File: config.mk
export PLATFORM = sky130hd
export DESIGN_NAME = gcd_ctrl_flat
export DESIGN_NICKNAME = d
export VERILOG_FILES = /design/src/rtl/gcd_ctrl_if.sv /design/src/rtl/gcd_ctrl.sv /design/src/flat_wrapper.sv
export SDC_FILE = /design/constraint.sdc
export NUM_CORES = 1
export LEC_CHECK = 0
export ABC_AREA = 1
export BUFFER_PORTS_ARGS = -buffer_cell sky130_fd_sc_hd__buf_2
export CAP_MARGIN = 20
export CORE_ASPECT_RATIO = 1.25
export CORE_MARGIN = 1
export CORE_UTILIZATION = 52
export DETAILED_ROUTE_END_ITERATION = 8
export PLACE_DENSITY = 0.94
export REMOVE_ABC_BUFFERS = 1
export SETUP_SLACK_MARGIN = 0.4
export SYNTH_ARGS = -nofsm -noshare
export SYNTH_HDL_FRONTEND = slang
export SYNTH_SLANG_ARGS = --single-unit
File: constraint.sdc
create_clock -name clk -period 2 [get_ports clk]
set_input_delay 0.1 -clock clk [delete_from_list [all_inputs] [get_ports clk]]
set_output_delay 0.1 -clock clk [all_outputs]
set_load 0.02 [all_outputs]
File: src/rtl/gcd_ctrl_if.sv
// Operand stream between an upstream source and the GCD controller.
// The operand bus is also wired to the datapath register inputs.
interface gcd_ctrl_if #(
    parameter int WIDTH = 16
);
    logic             in_valid;
    logic             in_ready;
    logic [WIDTH-1:0] data_in;

    modport master (output in_valid, output data_in, input in_ready);
    modport slave  (input in_valid, input data_in, output in_ready);
endinterface

File: src/rtl/gcd_ctrl.sv
// Control FSM for the subtract-and-compare GCD datapath: loads A and B from the
// operand stream, iterates until A == B, and reports done, zero-operand or timeout.
module gcd_ctrl #(
    parameter int WIDTH    = 16,
    parameter int MAX_ITER = 65535,
    parameter int ITER_W   = 16
) (
    input  logic              clk,
    input  logic              rst,
    gcd_ctrl_if.slave         in_if,
    input  logic              gt,
    input  logic              ls,
    input  logic              eq,
    output logic              lda,
    output logic              ldb,
    output logic              sela,
    output logic              selb,
    output logic              sel_in,
    output logic              busy,
    output logic              done,
    output logic              err,
    output logic [1:0]        err_code,
    output logic [ITER_W-1:0] iter_count
);

    typedef enum logic [2:0] {
        IDLE   = 3'd0,
        LOAD_B = 3'd1,
        RUN    = 3'd2,
        DONE   = 3'd3,
        ERR    = 3'd4
    } state_t;

    localparam logic [1:0]        ERR_ZERO    = 2'b01;
    localparam logic [1:0]        ERR_TIMEOUT = 2'b10;
    localparam logic [ITER_W-1:0] ITER_LAST   = ITER_W'(MAX_ITER - 1);

    state_t              state_q, state_d;
    logic                zero_a_q, zero_a_d;
    logic [ITER_W-1:0]   iter_q, iter_d;
    logic [1:0]          err_code_q, err_code_d;
    logic                data_zero;

    assign data_zero = (in_if.data_in == {WIDTH{1'b0}});

    always_ff @(posedge clk) begin
        if (rst) begin
            state_q    <= IDLE;
            zero_a_q   <= 1'b0;
            iter_q     <= '0;
            err_code_q <= 2'b00;
        end else begin
            state_q    <= state_d;
            zero_a_q   <= zero_a_d;
            iter_q     <= iter_d;
            err_code_q <= err_code_d;
        end
    end

    always_comb begin
        state_d         = state_q;
        zero_a_d        = zero_a_q;
        iter_d          = iter_q;
        err_code_d      = err_code_q;
        in_if.in_ready  = 1'b0;
        lda             = 1'b0;
        ldb             = 1'b0;
        sela            = 1'b0;
        selb            = 1'b0;
        sel_in          = 1'b0;
        busy            = 1'b0;
        done            = 1'b0;
        err             = 1'b0;

        unique case (state_q)
            IDLE: begin
                in_if.in_ready = 1'b1;
                if (in_if.in_valid) begin
                    sel_in   = 1'b1;
                    lda      = 1'b1;
                    zero_a_d = data_zero;
                    iter_d   = '0;
                    state_d  = LOAD_B;
                end
            end
            LOAD_B: begin
                in_if.in_ready = 1'b1;
                busy           = 1'b1;
                if (in_if.in_valid) begin
                    sel_in = 1'b1;
                    ldb    = 1'b1;
                    // A zero operand would make the subtract loop spin forever.
                    if (zero_a_q || data_zero) begin
                        err_code_d = ERR_ZERO;
                        state_d    = ERR;
                    end else begin
                        state_d = RUN;
                    end
                end
            end
            RUN: begin
                busy = 1'b1;
                if (eq) begin
                    state_d = DONE;
                end else if (gt || ls) begin
                    if (gt) begin
                        lda  = 1'b1;
                        sela = 1'b1;
                    end else begin
                        ldb  = 1'b1;
                        selb = 1'b1;
                    end
                    iter_d = iter_q + 1'b1;
                    // The final permitted subtract still executes before aborting.
                    if (iter_q == ITER_LAST) begin
                        err_code_d = ERR_TIMEOUT;
                        state_d    = ERR;
                    end
                end
            end
            DONE: begin
                busy    = 1'b1;
                done    = 1'b1;
                state_d = IDLE;
            end
            ERR: begin
                busy    = 1'b1;
                err     = 1'b1;
                state_d = IDLE;
            end
            default: state_d = IDLE;
        endcase
    end

    assign err_code   = err_code_q;
    assign iter_count = iter_q;

endmodule
File: src/flat_wrapper.sv
// flat-port wrapper written by rule: the top's interface ports become plain ports
module gcd_ctrl_flat 
#(
    parameter int WIDTH    = 16,
    parameter int MAX_ITER = 65535,
    parameter int ITER_W   = 16
)
  (clk, rst, gt, ls, eq, lda, ldb, sela, selb, sel_in, busy, done, err, err_code, iter_count, in_if_in_valid, in_if_data_in, in_if_in_ready);
  gcd_ctrl_if #(.WIDTH(WIDTH)) in_if_i ();
  input  logic clk;
  input  logic rst;
  input  logic gt;
  input  logic ls;
  input  logic eq;
  output logic lda;
  output logic ldb;
  output logic sela;
  output logic selb;
  output logic sel_in;
  output logic busy;
  output logic done;
  output logic err;
  output logic [1:0] err_code;
  output logic [ITER_W-1:0] iter_count;
  input wire logic [$bits(in_if_i.in_valid)-1:0] in_if_in_valid;
  input wire logic [$bits(in_if_i.data_in)-1:0] in_if_data_in;
  output wire logic [$bits(in_if_i.in_ready)-1:0] in_if_in_ready;
  assign in_if_i.in_valid = in_if_in_valid;
  assign in_if_i.data_in = in_if_data_in;
  assign in_if_in_ready = in_if_i.in_ready;
  gcd_ctrl #(.WIDTH(WIDTH), .MAX_ITER(MAX_ITER), .ITER_W(ITER_W)) u_core (.clk(clk), .rst(rst), .in_if(in_if_i), .gt(gt), .ls(ls), .eq(eq), .lda(lda), .ldb(ldb), .sela(sela), .selb(selb), .sel_in(sel_in), .busy(busy), .done(done), .err(err), .err_code(err_code), .iter_count(iter_count));
endmodule
==> flow_metrics.env <==
export IMPL_run_status="complete, no violations"
export IMPL_total_of_flip_flops_plus_latches_after_synthesis=22
export IMPL_fp_dieH_um=57.5
export IMPL_dr_total_vias=1560
export IMPL_ys_types=21
export IMPL_peakVddDrop_mv=0.822
export IMPL_maxClockFrequency_ghz=0.623
export IMPL_num_rows=19
export IMPL_clockBufferDepth=2
export IMPL_hold_viol=0
export IMPL_antenna_found_initial=0
export IMPL_leakagePower_nw=0.862
export IMPL_ctsRootBufferMaster="clkbuf_4"
export IMPL_placement_setup_worst_slack_ns=0.470
export IMPL_routed_wl_mm=3.35
export IMPL_num_nets_final=296
export IMPL_core_area_um2=2260
export IMPL_yosysWarnings=0
export IMPL_setup_viol_count_final=0
export IMPL_die_area_um2=2670
export IMPL_cap_viol_max_count=0
export IMPL_finalWorstPathRequiredPeriod_ns=1.61
export IMPL_ys_seq_area_frac=0.344
export IMPL_fraction_of_final_layout_cells_sized_beyond_drive_strength_1=0.325
export IMPL_avgSynthCellArea_um2=6.04
export IMPL_h_tree_depth=1
export IMPL_route_antenna_remaining_nets=0
export IMPL_critical_path_max_stage_delay_ns=0.36
export IMPL_route_detailed_vias_per_inst=5.17
export IMPL_number_of_global_route_vias_before_repair=1293
export IMPL_worst_slew_pin_slew_ns=0.400
export IMPL_critical_path_startpoint_type="flip-flop"
export IMPL_grt_max_degree=15
export IMPL_io_pins=49
export IMPL_worst_clock_skew_ns=0.00444
export IMPL_gp_congestion=0.851
export IMPL_layout_setup_ws_ns=0.395
export IMPL_worst_hold_path_type="in2reg"
export IMPL_num_antenna_cells=0
export IMPL_tritoncts_num_buffers=3
export IMPL_die_w_um=46.4
export IMPL_timing_setup_tns_ns=0
export IMPL_power_density_nw_per_um2=1040
export IMPL_commonest_non_fill_non_tap_cell_in_the_layout="nand2_1"
export IMPL_critPathSlowestCell="dfxtp_2"
export IMPL_critPathBufInv=2
export IMPL_grt_first_pass_wirelength_mm=4.79
export IMPL_slew_limit_headroom=0.733
export IMPL_slew_violations=0
export IMPL_areaGrowthSynthToFinish_pct=36.4
export IMPL_track_usage=0.241
export IMPL_critical_path_endpoint_type="primary output"
export IMPL_fillerInstances=162
export IMPL_worst_endpoint_required_ns=1.90
export IMPL_drc=0
export IMPL_most_common_layout_cells="54 x nand2_1, 46 x buf_2, 37 x nor2_1"
export IMPL_detailedPlacementHpwl_mm=2.30
export IMPL_top_family_by_delay_on_critical_path="simple AND/OR/NAND/NOR gates"
export IMPL_post_synth_inst_count=212
export IMPL_grt_ovf=0
export IMPL_clkTransAtPathRegs_ns=0.13
export IMPL_grt_setup_unrepaired="yes"
export IMPL_post_drt_wl_per_cell_um=11.1
export IMPL_synth_cell_area_um2=1280
export IMPL_tritoncts="built"
export IMPL_detailedRoute_firstPassIterationCount=4
export IMPL_critical_path_most_common_cell="nor2_4"
export IMPL_layout_worst_path_cycle_share=0.803
export IMPL_critical_path_class="reg2out"
export IMPL_place_port_buffers=48
export IMPL_clk_insertion_delay_late_ns=0.33
export IMPL_critical_path_cell_chain="nor2_4, nand2_1, nor2_4, inv_1, o21ai_0, buf_2"
export IMPL_initial_core_util=0.567
export IMPL_initialDrtViolationCount=52
export IMPL_data_arrival_time_of_the_critical_path_ns=1.51
export IMPL_clock_sinks=22
export IMPL_worstPathMaxFanout=5
## cell usage after synthesis
| cell | n | area share |
|---|---|---|
| nand4_1 | 2 | 0.0098 |
| nand2_2 | 2 | 0.0098 |
| inv_1 | 32 | 0.094 |
| nand3_1 | 9 | 0.035 |
| o21ai_4 | 1 | 0.013 |
| nor3_1 | 8 | 0.031 |
| nor2_2 | 5 | 0.024 |
| or3_1 | 1 | 0.0049 |
| ha_1 | 2 | 0.020 |
| inv_4 | 1 | 0.0049 |
| o21ai_1 | 2 | 0.0078 |
| inv_2 | 1 | 0.0029 |
| o21ai_0 | 13 | 0.051 |
| buf_2 | 1 | 0.0039 |
| a22oi_1 | 1 | 0.0059 |
| dfxtp_1 | 22 | 0.34 |
| a31oi_1 | 1 | 0.0049 |
| o21bai_1 | 2 | 0.012 |
| nand2_1 | 54 | 0.16 |
| nor2_1 | 40 | 0.12 |
| a21oi_1 | 12 | 0.047 |
## timing repair
action / 4_1_cts / 5_1_grt
endpoints found under the hold margin: 3 / 0
cloned: 0 / 1
setup endpoints to repair: 4 / 22
buffers inserted: 2 / 4
hold buffers: 1 / 0
resized for setup: 5 / 25
pin swaps: 2 / 2
## stage by stage
| step | utilization | area, µm² | std cells | total power [mW] | hold slack (ns) |
|---|---|---|---|---|---|
| 6_report | 0.774 | 1750 | 302 | 1.81 | 0.140 |
| 2_1_floorplan | - | 1280 | 211 | 1.05 | 0.169 |
| 3_3_place_gp | 0.689 | 1560 | 290 | 1.23 | 0.344 |
| 3_5_place_dp | 0.689 | 1560 | 290 | 1.24 | 0.346 |
| 4_1_cts | 0.731 | 1650 | 297 | 1.62 | 0.135 |
| 5_1_grt | 0.774 | 1750 | 302 | 1.90 | 0.167 |
## tightest hold or removal path, cell delays in order
cell and delay (ns):
buf_2 0.07, nor2_1 0.03, nand2_1 0.04, nor2_1 0.03, nand2_1 0.08, a21oi_1 0.07
## kinds of logic (layout without fill, tap and decap cells)
| group | count (synthesis) | after routing | synth area share |
|---|---|---|---|
| AOI/OAI and AO/OA | 32 | 33 | 0.141 |
| adders and majority gates | 2 | 2 | 0.0195 |
| DFF | 22 | 22 | 0.344 |
| and+or+nand+nor | 121 | 121 | 0.391 |
| buffers and inverters | 35 | 93 | 0.105 |
## per-layer routing
| layer | GRT usage | wire, µm | share of wire |
|---|---|---|---|
| met1 | 0.237 | 1360 | 0.40 |
| met5 | 0 | 0 | 0 |
| met3 | 0.0222 | 205 | 0.061 |
| met4 | 0.122 | 95 | 0.028 |
| met2 | 0.460 | 1690 | 0.51 |
## flip-flops by register name, indices dropped and copies added, names as in the netlist
name / flops
u_core.iter_count: 16
u_core.zero_a_q: 1
u_core.err_code: 2
u_core.state_q: 3
## layout make-up
type	count	area (µm²)	share of cell area
Multi-Input combinational cell	156	761	0.435
Clock inverter	1	30.0	0.0172
Sequential cell	22	459	0.263
Inverter	34	133	0.0759
Clock buffer	3	22.5	0.0129
Timing Repair Buffer	55	304	0.174
Tap cell	31	38.8	0.0222
## where the power goes
part	switching (mW)	internal, mW	leakage, nW	total (mW)
Clock	0.148	0.203	0.0279	0.351
Sequential	0.0487	0.494	0.184	0.543
Combinational	0.580	0.336	0.651	0.916
Total	0.777	1.03	0.862	1.81
## final timing paths
path / startpoint / end / slack [ns] / depth (start not counted)
setup / recovery: u_core.state_q[2] / lda / 0.39 / 6
hold / removal: in_if_data_in[0] / u_core.zero_a_q / 0.14 / 6
setup reg to reg: u_core.state_q[2] / u_core.iter_count[15] / 0.45 / 13
hold reg to reg: u_core.iter_count[7] / u_core.iter_count[7] / 0.48 / 1
(Power assumes the default switching activity.)
